===== config.mk =====
export PLATFORM = sky130hd
export DESIGN_NAME = ble_packet_deframer_flat
export DESIGN_NICKNAME = d
export VERILOG_FILES = /design/src/rtl/ble_rx_pkg.sv /design/src/rtl/ble_packet_deframer_if.sv /design/src/rtl/ble_crc24.sv /design/src/rtl/ble_packet_deframer.sv /design/src/flat_wrapper.sv
export SDC_FILE = /design/constraint.sdc
export NUM_CORES = 1
export LEC_CHECK = 0
export CORE_ASPECT_RATIO = 2
export CORE_MARGIN = 1.5
export CORE_UTILIZATION = 46
export CTS_BUF_LIST = sky130_fd_sc_hd__clkbuf_16
export DETAILED_ROUTE_END_ITERATION = 8
export GPL_ROUTABILITY_DRIVEN = 0
export PLACE_DENSITY = 0.7
export SYNTH_ARGS = -nofsm -noshare
export SYNTH_HDL_FRONTEND = slang
export SYNTH_SLANG_ARGS = --single-unit

===== constraint.sdc =====
create_clock -name clk -period 15.3 [get_ports clk]
set_clock_uncertainty 0.1 [all_clocks]
set_input_delay 2.295 -clock clk [delete_from_list [all_inputs] [get_ports clk]]
set_output_delay 2.295 -clock clk [all_outputs]
set_load 0.1 [all_outputs]

===== src/rtl/ble_rx_pkg.sv =====
// rtl/ble_rx_pkg.sv - shared types and constants for the BLE receive path
package ble_rx_pkg;

   typedef enum logic [1:0] {
      ST_SEARCH  = 2'd0,
      ST_HEADER  = 2'd1,
      ST_PAYLOAD = 2'd2,
      ST_CRC     = 2'd3
   } rx_state_e;

   localparam logic [23:0] CRC_POLY     = 24'h00065B;
   localparam logic [31:0] ADV_AA       = 32'h8E89BED6;
   localparam logic [23:0] ADV_CRC_INIT = 24'h555555;

   // Number of set bits in a 32-bit word, used for the AA Hamming distance.
   function automatic logic [5:0] popcount32(input logic [31:0] v);
      logic [5:0] n;
      n = '0;
      for (int i = 0; i < 32; i++) begin
         n = n + {5'b0, v[i]};
      end
      return n;
   endfunction

endpackage


===== src/rtl/ble_packet_deframer_if.sv =====
// rtl/ble_packet_deframer_if.sv - bit stream in / byte stream out bundle
interface ble_packet_deframer_if;

   logic       bit_valid;
   logic       bit_in;
   logic [7:0] byte_out;
   logic       byte_valid;

   modport master (output bit_valid, output bit_in, input byte_out, input byte_valid);
   modport slave  (input bit_valid, input bit_in, output byte_out, output byte_valid);

endinterface


===== src/rtl/ble_crc24.sv =====
// rtl/ble_crc24.sv - serial 24-bit BLE CRC engine, one bit per enable
module ble_crc24
   import ble_rx_pkg::*;
(
   input  logic        clk,
   input  logic        rst,
   input  logic        load,
   input  logic [23:0] init,
   input  logic        en,
   input  logic        din,
   output logic [23:0] crc
);

   logic [23:0] crc_q, crc_d;
   logic        fb;

   // Preset on load, otherwise shift one bit through the LFSR when enabled.
   always_comb begin
      crc_d = crc_q;
      fb    = crc_q[23] ^ din;
      if (load) begin
         crc_d = init;
      end else if (en) begin
         crc_d = {crc_q[22:0], 1'b0} ^ (fb ? CRC_POLY : 24'h000000);
      end
   end

   // CRC register.
   always_ff @(posedge clk) begin
      if (rst) crc_q <= '0;
      else     crc_q <= crc_d;
   end

   assign crc = crc_q;

endmodule


===== src/rtl/ble_packet_deframer.sv =====
// rtl/ble_packet_deframer.sv - BLE AA hunt, dewhitening, byte framing and CRC check
module ble_packet_deframer
   import ble_rx_pkg::*;
#(
   parameter int AA_ERR_TOL = 2,
   parameter int MAX_LEN    = 37
) (
   input  logic                  clk,
   input  logic                  rst,
   input  logic                  en,
   input  logic [31:0]           aa,
   input  logic [5:0]            channel,
   input  logic [23:0]           crc_init,
   ble_packet_deframer_if.slave  bus,
   output logic                  aa_found,
   output logic                  pkt_done,
   output logic                  crc_ok,
   output logic                  len_err,
   output logic                  busy
);

   localparam logic [5:0] TOL6     = 6'(AA_ERR_TOL);
   localparam logic [7:0] MAX_LEN8 = 8'(MAX_LEN);

   rx_state_e   state_q, state_d;
   logic [31:0] sr_q, sr_d;
   logic [5:0]  fill_q, fill_d;
   logic [6:0]  lfsr_q, lfsr_d;
   logic [10:0] cnt_q, cnt_d;
   logic [7:0]  byte_q, byte_d;
   logic [7:0]  len_q, len_d;
   logic [23:0] rx_crc_q, rx_crc_d;
   logic [7:0]  byte_out_q, byte_out_d;
   logic        byte_valid_q, byte_valid_d;
   logic        aa_found_q, aa_found_d;
   logic        pkt_done_q, pkt_done_d;
   logic        crc_ok_q, crc_ok_d;
   logic        len_err_q, len_err_d;

   logic [31:0] sr_shift;
   logic [5:0]  fill_inc;
   logic [6:0]  lfsr_step;
   logic [7:0]  byte_next;
   logic        dbit, match, crc_load, crc_en;
   logic [23:0] crc_val;

   ble_crc24 u_crc (
      .clk  (clk),
      .rst  (rst),
      .load (crc_load),
      .init (crc_init),
      .en   (crc_en),
      .din  (dbit),
      .crc  (crc_val)
   );

   // Next-state logic: AA hunt, then header/payload/CRC bit sequencing.
   always_comb begin
      state_d      = state_q;
      sr_d         = sr_q;
      fill_d       = fill_q;
      lfsr_d       = lfsr_q;
      cnt_d        = cnt_q;
      byte_d       = byte_q;
      len_d        = len_q;
      rx_crc_d     = rx_crc_q;
      byte_out_d   = byte_out_q;
      byte_valid_d = 1'b0;
      aa_found_d   = 1'b0;
      pkt_done_d   = 1'b0;
      crc_ok_d     = 1'b0;
      len_err_d    = 1'b0;
      crc_load     = 1'b0;
      crc_en       = 1'b0;

      sr_shift  = {bus.bit_in, sr_q[31:1]};
      fill_inc  = (fill_q == 6'd32) ? fill_q : fill_q + 6'd1;
      dbit      = bus.bit_in ^ lfsr_q[6];
      lfsr_step = {lfsr_q[5:0], lfsr_q[6]} ^ {2'b00, lfsr_q[6], 4'b0000};
      byte_next = {dbit, byte_q[7:1]};
      match     = (fill_inc == 6'd32) && (popcount32(sr_shift ^ aa) <= TOL6);

      if (!en) begin
         state_d = ST_SEARCH;
         fill_d  = '0;
      end else if (bus.bit_valid) begin
         sr_d = sr_shift;
         case (state_q)
            ST_SEARCH: begin
               fill_d = fill_inc;
               if (match) begin
                  aa_found_d = 1'b1;
                  lfsr_d     = {1'b1, channel};
                  crc_load   = 1'b1;
                  cnt_d      = '0;
                  state_d    = ST_HEADER;
               end
            end
            ST_HEADER, ST_PAYLOAD: begin
               lfsr_d = lfsr_step;
               crc_en = 1'b1;
               byte_d = byte_next;
               cnt_d  = cnt_q + 11'd1;
               if (cnt_q[2:0] == 3'd7) begin
                  byte_out_d   = byte_next;
                  byte_valid_d = 1'b1;
               end
               if (state_q == ST_HEADER && cnt_q == 11'd15) begin
                  len_d = byte_next;
                  cnt_d = '0;
                  if (byte_next > MAX_LEN8) begin
                     len_err_d = 1'b1;
                     state_d   = ST_SEARCH;
                     fill_d    = '0;
                  end else if (byte_next == 8'd0) begin
                     state_d = ST_CRC;
                  end else begin
                     state_d = ST_PAYLOAD;
                  end
               end else if (state_q == ST_PAYLOAD && cnt_q == {len_q, 3'b000} - 11'd1) begin
                  cnt_d   = '0;
                  state_d = ST_CRC;
               end
            end
            ST_CRC: begin
               lfsr_d   = lfsr_step;
               rx_crc_d = {rx_crc_q[22:0], dbit};
               cnt_d    = cnt_q + 11'd1;
               if (cnt_q == 11'd23) begin
                  pkt_done_d = 1'b1;
                  crc_ok_d   = (rx_crc_d == crc_val);
                  state_d    = ST_SEARCH;
                  fill_d     = '0;
               end
            end
            default: state_d = ST_SEARCH;
         endcase
      end
   end

   // State and output registers.
   always_ff @(posedge clk) begin
      if (rst) begin
         state_q      <= ST_SEARCH;
         sr_q         <= '0;
         fill_q       <= '0;
         lfsr_q       <= '0;
         cnt_q        <= '0;
         byte_q       <= '0;
         len_q        <= '0;
         rx_crc_q     <= '0;
         byte_out_q   <= '0;
         byte_valid_q <= 1'b0;
         aa_found_q   <= 1'b0;
         pkt_done_q   <= 1'b0;
         crc_ok_q     <= 1'b0;
         len_err_q    <= 1'b0;
      end else begin
         state_q      <= state_d;
         sr_q         <= sr_d;
         fill_q       <= fill_d;
         lfsr_q       <= lfsr_d;
         cnt_q        <= cnt_d;
         byte_q       <= byte_d;
         len_q        <= len_d;
         rx_crc_q     <= rx_crc_d;
         byte_out_q   <= byte_out_d;
         byte_valid_q <= byte_valid_d;
         aa_found_q   <= aa_found_d;
         pkt_done_q   <= pkt_done_d;
         crc_ok_q     <= crc_ok_d;
         len_err_q    <= len_err_d;
      end
   end

   assign bus.byte_out   = byte_out_q;
   assign bus.byte_valid = byte_valid_q;
   assign aa_found       = aa_found_q;
   assign pkt_done       = pkt_done_q;
   assign crc_ok         = crc_ok_q;
   assign len_err        = len_err_q;
   assign busy           = (state_q != ST_SEARCH);

endmodule


===== src/flat_wrapper.sv =====
// flat-port wrapper written by rule: the top's interface ports become plain ports
module ble_packet_deframer_flat import ble_rx_pkg::*;
#(
   parameter int AA_ERR_TOL = 2,
   parameter int MAX_LEN    = 37
)
  (clk, rst, en, aa, channel, crc_init, aa_found, pkt_done, crc_ok, len_err, busy, bus_bit_valid, bus_bit_in, bus_byte_out, bus_byte_valid);
  ble_packet_deframer_if bus_i ();
  input  logic clk;
  input  logic rst;
  input  logic en;
  input  logic [31:0] aa;
  input  logic [5:0] channel;
  input  logic [23:0] crc_init;
  output logic aa_found;
  output logic pkt_done;
  output logic crc_ok;
  output logic len_err;
  output logic busy;
  input wire logic [$bits(bus_i.bit_valid)-1:0] bus_bit_valid;
  input wire logic [$bits(bus_i.bit_in)-1:0] bus_bit_in;
  output wire logic [$bits(bus_i.byte_out)-1:0] bus_byte_out;
  output wire logic [$bits(bus_i.byte_valid)-1:0] bus_byte_valid;
  assign bus_i.bit_valid = bus_bit_valid;
  assign bus_i.bit_in = bus_bit_in;
  assign bus_byte_out = bus_i.byte_out;
  assign bus_byte_valid = bus_i.byte_valid;
  ble_packet_deframer #(.AA_ERR_TOL(AA_ERR_TOL), .MAX_LEN(MAX_LEN)) u_core (.clk(clk), .rst(rst), .en(en), .aa(aa), .channel(channel), .crc_init(crc_init), .bus(bus_i), .aa_found(aa_found), .pkt_done(pkt_done), .crc_ok(crc_ok), .len_err(len_err), .busy(busy));
endmodule

==> reports/results.tsv <==
stage	metric	value	unit
detailed_routing	First DRT Iteration DRCs	264	
placement	Place WS	5.70	ns
cts	root buffer cell	clkbuf_16	
global_route	largest net degree at the start of global routing	88	
die	Core ar.	0.0153	mm2
setup_path	Stages on worst setup path	20	
detailed_routing	DRC viols	0	
cts	Post-CTS Repair Setup Buffers	0	
finish	Antenna Cells	0	
detailed_routing	Routed WL	17300	um
synthesis	Adder-Cell Fraction of Synth Area	9.83	%
setup_path	CP Cell Sequence	clkdlybuf4s50_1 -> xor2_1 -> ha_1 -> inv_1 -> fa_1 -> fa_1 -> fa_1 -> fa_1 -> fa_1 -> fa_1 -> inv_1 -> fa_1 -> fa_1 -> nor2b_1 -> a2111oi_0 -> and4_1 -> nand4_1 -> or3_2 -> nor2_1 -> a211oi_2	
timing	Tmin final	9.21	ns
finish	post-route cell area	0.00865	mm2
setup_path	Slowest Stage Delay on Critical Path	0.88	ns
timing	Tcrit/Tclk final	60.2	%
cts	Worst-Skew Late Latency	0.42	ns
detailed_routing	Via density	5.28	
global_route	number of global-route vias before repair	5880	
cts	CTS tree	yes	
synthesis	Main synth FF type	dfxtp_1	
synthesis	Async SR Flop Fraction	0	%
power_and_ir_drop	worst vdd ir	72.3	uV
synthesis	library cells used by synthesis	53	
synthesis	post-synthesis xor/xnor area fraction	9.03	%
finish	filler instances	1399	
global_route	aggregate global-route resource usage	21.9	%
timing	f_max	0.109	GHz
synthesis	syn avg cell area	8.59	um2
placement	DP Area	0.00805	mm2
setup_path	cell family with most CP delay	adder cells	
setup_path	most frequent CP cell	fa_1	
die	Ports	81	
die	Starting Density	46.9	%
setup_path	slowest cell on the critical path	or3_2	
detailed_routing	via count	5840	
timing	Hold Vio Cnt, Final	0	
setup_path	worst reg2reg path depth	19	
cts	CTS Buf Count	17	
cts	maximum clock path buffer count	2	
cts	hold_buf cts	0	
global_route	initial antenna violation count	0	
setup_path	setup slack, reg-to-reg	8.01	ns
timing	Final setup viols	0	
setup_path	crit end category	flip-flop	
synthesis	sequential area share after synthesis	36.8	%
power_and_ir_drop	LEAKAGE	0.00335	uW
cts	Reg clk slew, reported paths	0.06	ns
setup_path	Critical Path RT	15.46	ns
hold_path	worst min-delay path class	flip-flop to flip-flop	
timing	Slew Limit Fails	0	
die	Die Width	91.3	um
timing	unrepaired setup endpoints after global routing	no	
placement	post-detail-place hpwl	12500	um
synthesis	syn_nets	945	
timing	total negative setup slack	0	ns
setup_path	Setup CP Type	primary input to flip-flop	
placement	Port Buffers	80	
detailed_routing	wire per inst	15.6	um
timing	slew at the pin with the worst max-slew slack	1.00	ns
cts	clk sinks	132	
detailed_routing	DRT Pass-1 Iters	4	
synthesis	Post-synth EDFFs	0	
finish	final net count	1004	
finish	share of cells above drive strength 1	7.60	%
die	die height	180	um
setup_path	Critical Path Source Type	primary input	
synthesis	post-synthesis mux area share	6.08	%
cts	post-CTS resize count	0	
detailed_routing	Detail Route Antenna Nets	0	
setup_path	Critical Path AT	9.37	ns
synthesis	Synth Area in Compound Gates	14.1	%
setup_path	Worst Path Buf+Inv	3	
synthesis	Syn Inst Count	836	
die	FP Rows	64	
hold_path	Min-Delay Path Depth	2	
flow_run	max_cap viols	0	
timing	Max-slew headroom	33.3	%
global_route	first-pass GRT wire length	28300	um
synthesis	synth warn	0	
synthesis	Synth Area in Simple Gates	19.4	%
timing	setup ws final	6.09	ns
finish	area growth from synthesis to layout	20.5	%
cts	H-tree levels	4	
global_route	grt total ovfl	0	
setup_path	crit path max fanout	43	
synthesis	Seq cells post-synth	132	
status	outcome	finished clean	
power_and_ir_drop	P per Cell Area	113	mW/mm2
synthesis	main combinational cell family by area after synthesis	simple AND/OR/NAND/NOR gates	
die	Die ar.	0.0164	mm2
synthesis	Syn Std Cell Area	0.00718	mm2
==> report_power, final <==
group          switching, uW  internal [uW]  leakage (uW)
sequential             0.606            344       0.00106
clock                    169            245      0.000287
combinational            116            105       0.00200
==> path summary, 6_finish.rpt <==
check | endpoint | startpoint
hold reg to reg | u_core.bus.byte_out[4] | u_core.bus.byte_out[4]
hold / removal | u_core.bus.byte_out[4] | u_core.bus.byte_out[4]
setup reg to reg | u_core.u_crc.crc[11] | u_core.sr_q[2]
setup / recovery | u_core.u_crc.crc[11] | aa[1]
==> sequential cells by signal (all words and copies together) (netlist names) <==
name / count
u_core.len_q: 8
u_core.byte_q: 7
u_core.cnt_q: 11
u_core.aa_found: 1
u_core.lfsr_q: 7
u_core.sr_q: 31
u_core.fill_q: 6
u_core.len_err: 1
u_core.state_q: 2
u_core.crc_ok: 1
u_core.bus.byte_out: 8
u_core.pkt_done: 1
u_core.bus.byte_valid: 1
u_core.u_crc.crc: 24
u_core.rx_crc_q: 23
==> cells by family (layout without fill, tap and decap cells) <==
group,Yosys count,in the layout
and+or+nand+nor,315,315
adders and majority gates,42,42
muxes,43,43
DFF,132,132
AOI/OAI and AO/OA,149,149
xor gates and xnor gates,74,74
buffers and inverters,81,153
==> cell type report <==
| type | instances | area [um2] | area share, % |
|---|---|---|---|
| tap | 198 | 248 | 2.86 |
| multi-input combinational | 623 | 4190 | 48.5 |
| sequential | 132 | 2640 | 30.6 |
| clock buffer | 17 | 425 | 4.92 |
| clock inverter | 15 | 171 | 1.98 |
| timing repair buffer | 85 | 836 | 9.66 |
| inverter | 36 | 135 | 1.56 |
==> stage by stage <==
| stage | cells | power (uW) | hold slack, ns | utilization (%) |
|---|---|---|---|---|
| 6_report | 1106 | 979 | 0.352 | 56.6 |
| 5_1_grt | 1106 | 1040 | 0.384 | 56.6 |
| 2_1_floorplan | 836 | 505 | 0.348 | - |
| 4_1_cts | 1106 | 995 | 0.354 | 56.6 |
| 3_3_place_gp | 1074 | 563 | 0.344 | 52.7 |
| 3_5_place_dp | 1074 | 577 | 0.346 | 52.7 |
==> synth_stat cells (2+ instances only) <==
library cell,number,area (um2)
a2111oi_0,2,17.5
a211o_1,4,35.0
a211oi_1,6,45.0
a211oi_2,18,225
a21o_1,4,30.0
a21oi_1,77,385
a22oi_1,2,15.0
a31oi_1,10,62.6
and2_1,4,25.0
and3_1,2,12.5
and4b_1,2,20.0
buf_2,5,25.0
buf_4,2,15.0
buf_6,4,45.0
clkbuf_1,33,124
dfxtp_1,132,2640
fa_1,24,480
ha_1,18,225
inv_1,36,135
mux2_2,5,56.3
mux2i_1,38,380
nand2_1,170,638
nand2b_1,4,25.0
nand3_1,14,70.1
nand3b_1,4,30.0
nand4_1,7,43.8
nor2_1,69,259
nor2b_1,8,50.1
nor3_1,9,45.0
nor4_1,7,43.8
nor4b_1,2,17.5
o2111ai_1,2,17.5
o21ai_0,15,75.1
or2_2,2,12.5
or3_1,5,31.3
xnor2_1,47,412
xor2_1,27,236
==> placed cells by master (no fill, tap or decap), types with 8 or more instances in the layout <==
cell	count
mux2i_1	38
a211oi_2	18
nor2_1	69
xnor2_1	47
fa_1	24
clkbuf_16	17
a31oi_1	10
o21ai_0	15
clkdlybuf4s50_1	79
nor2b_1	8
nor3_1	9
dfxtp_1	132
xor2_1	27
ha_1	18
a21oi_1	77
nand2_1	170
inv_1	36
nand3_1	14
==> tightest hold or removal path, cell delays in order, from the launching register on <==
cell	delay, ns
dfxtp_1	0.30
nand2_1	0.05
a21oi_1	0.05
==> metal layers <==
metal,part of all wire [%],GRT usage [%]
met5,0,0
met4,3.8,11.6
met3,2.4,3.43
met2,56,41.6
met1,38,22.2
Note: power is estimated with default switching activity, not from simulation.
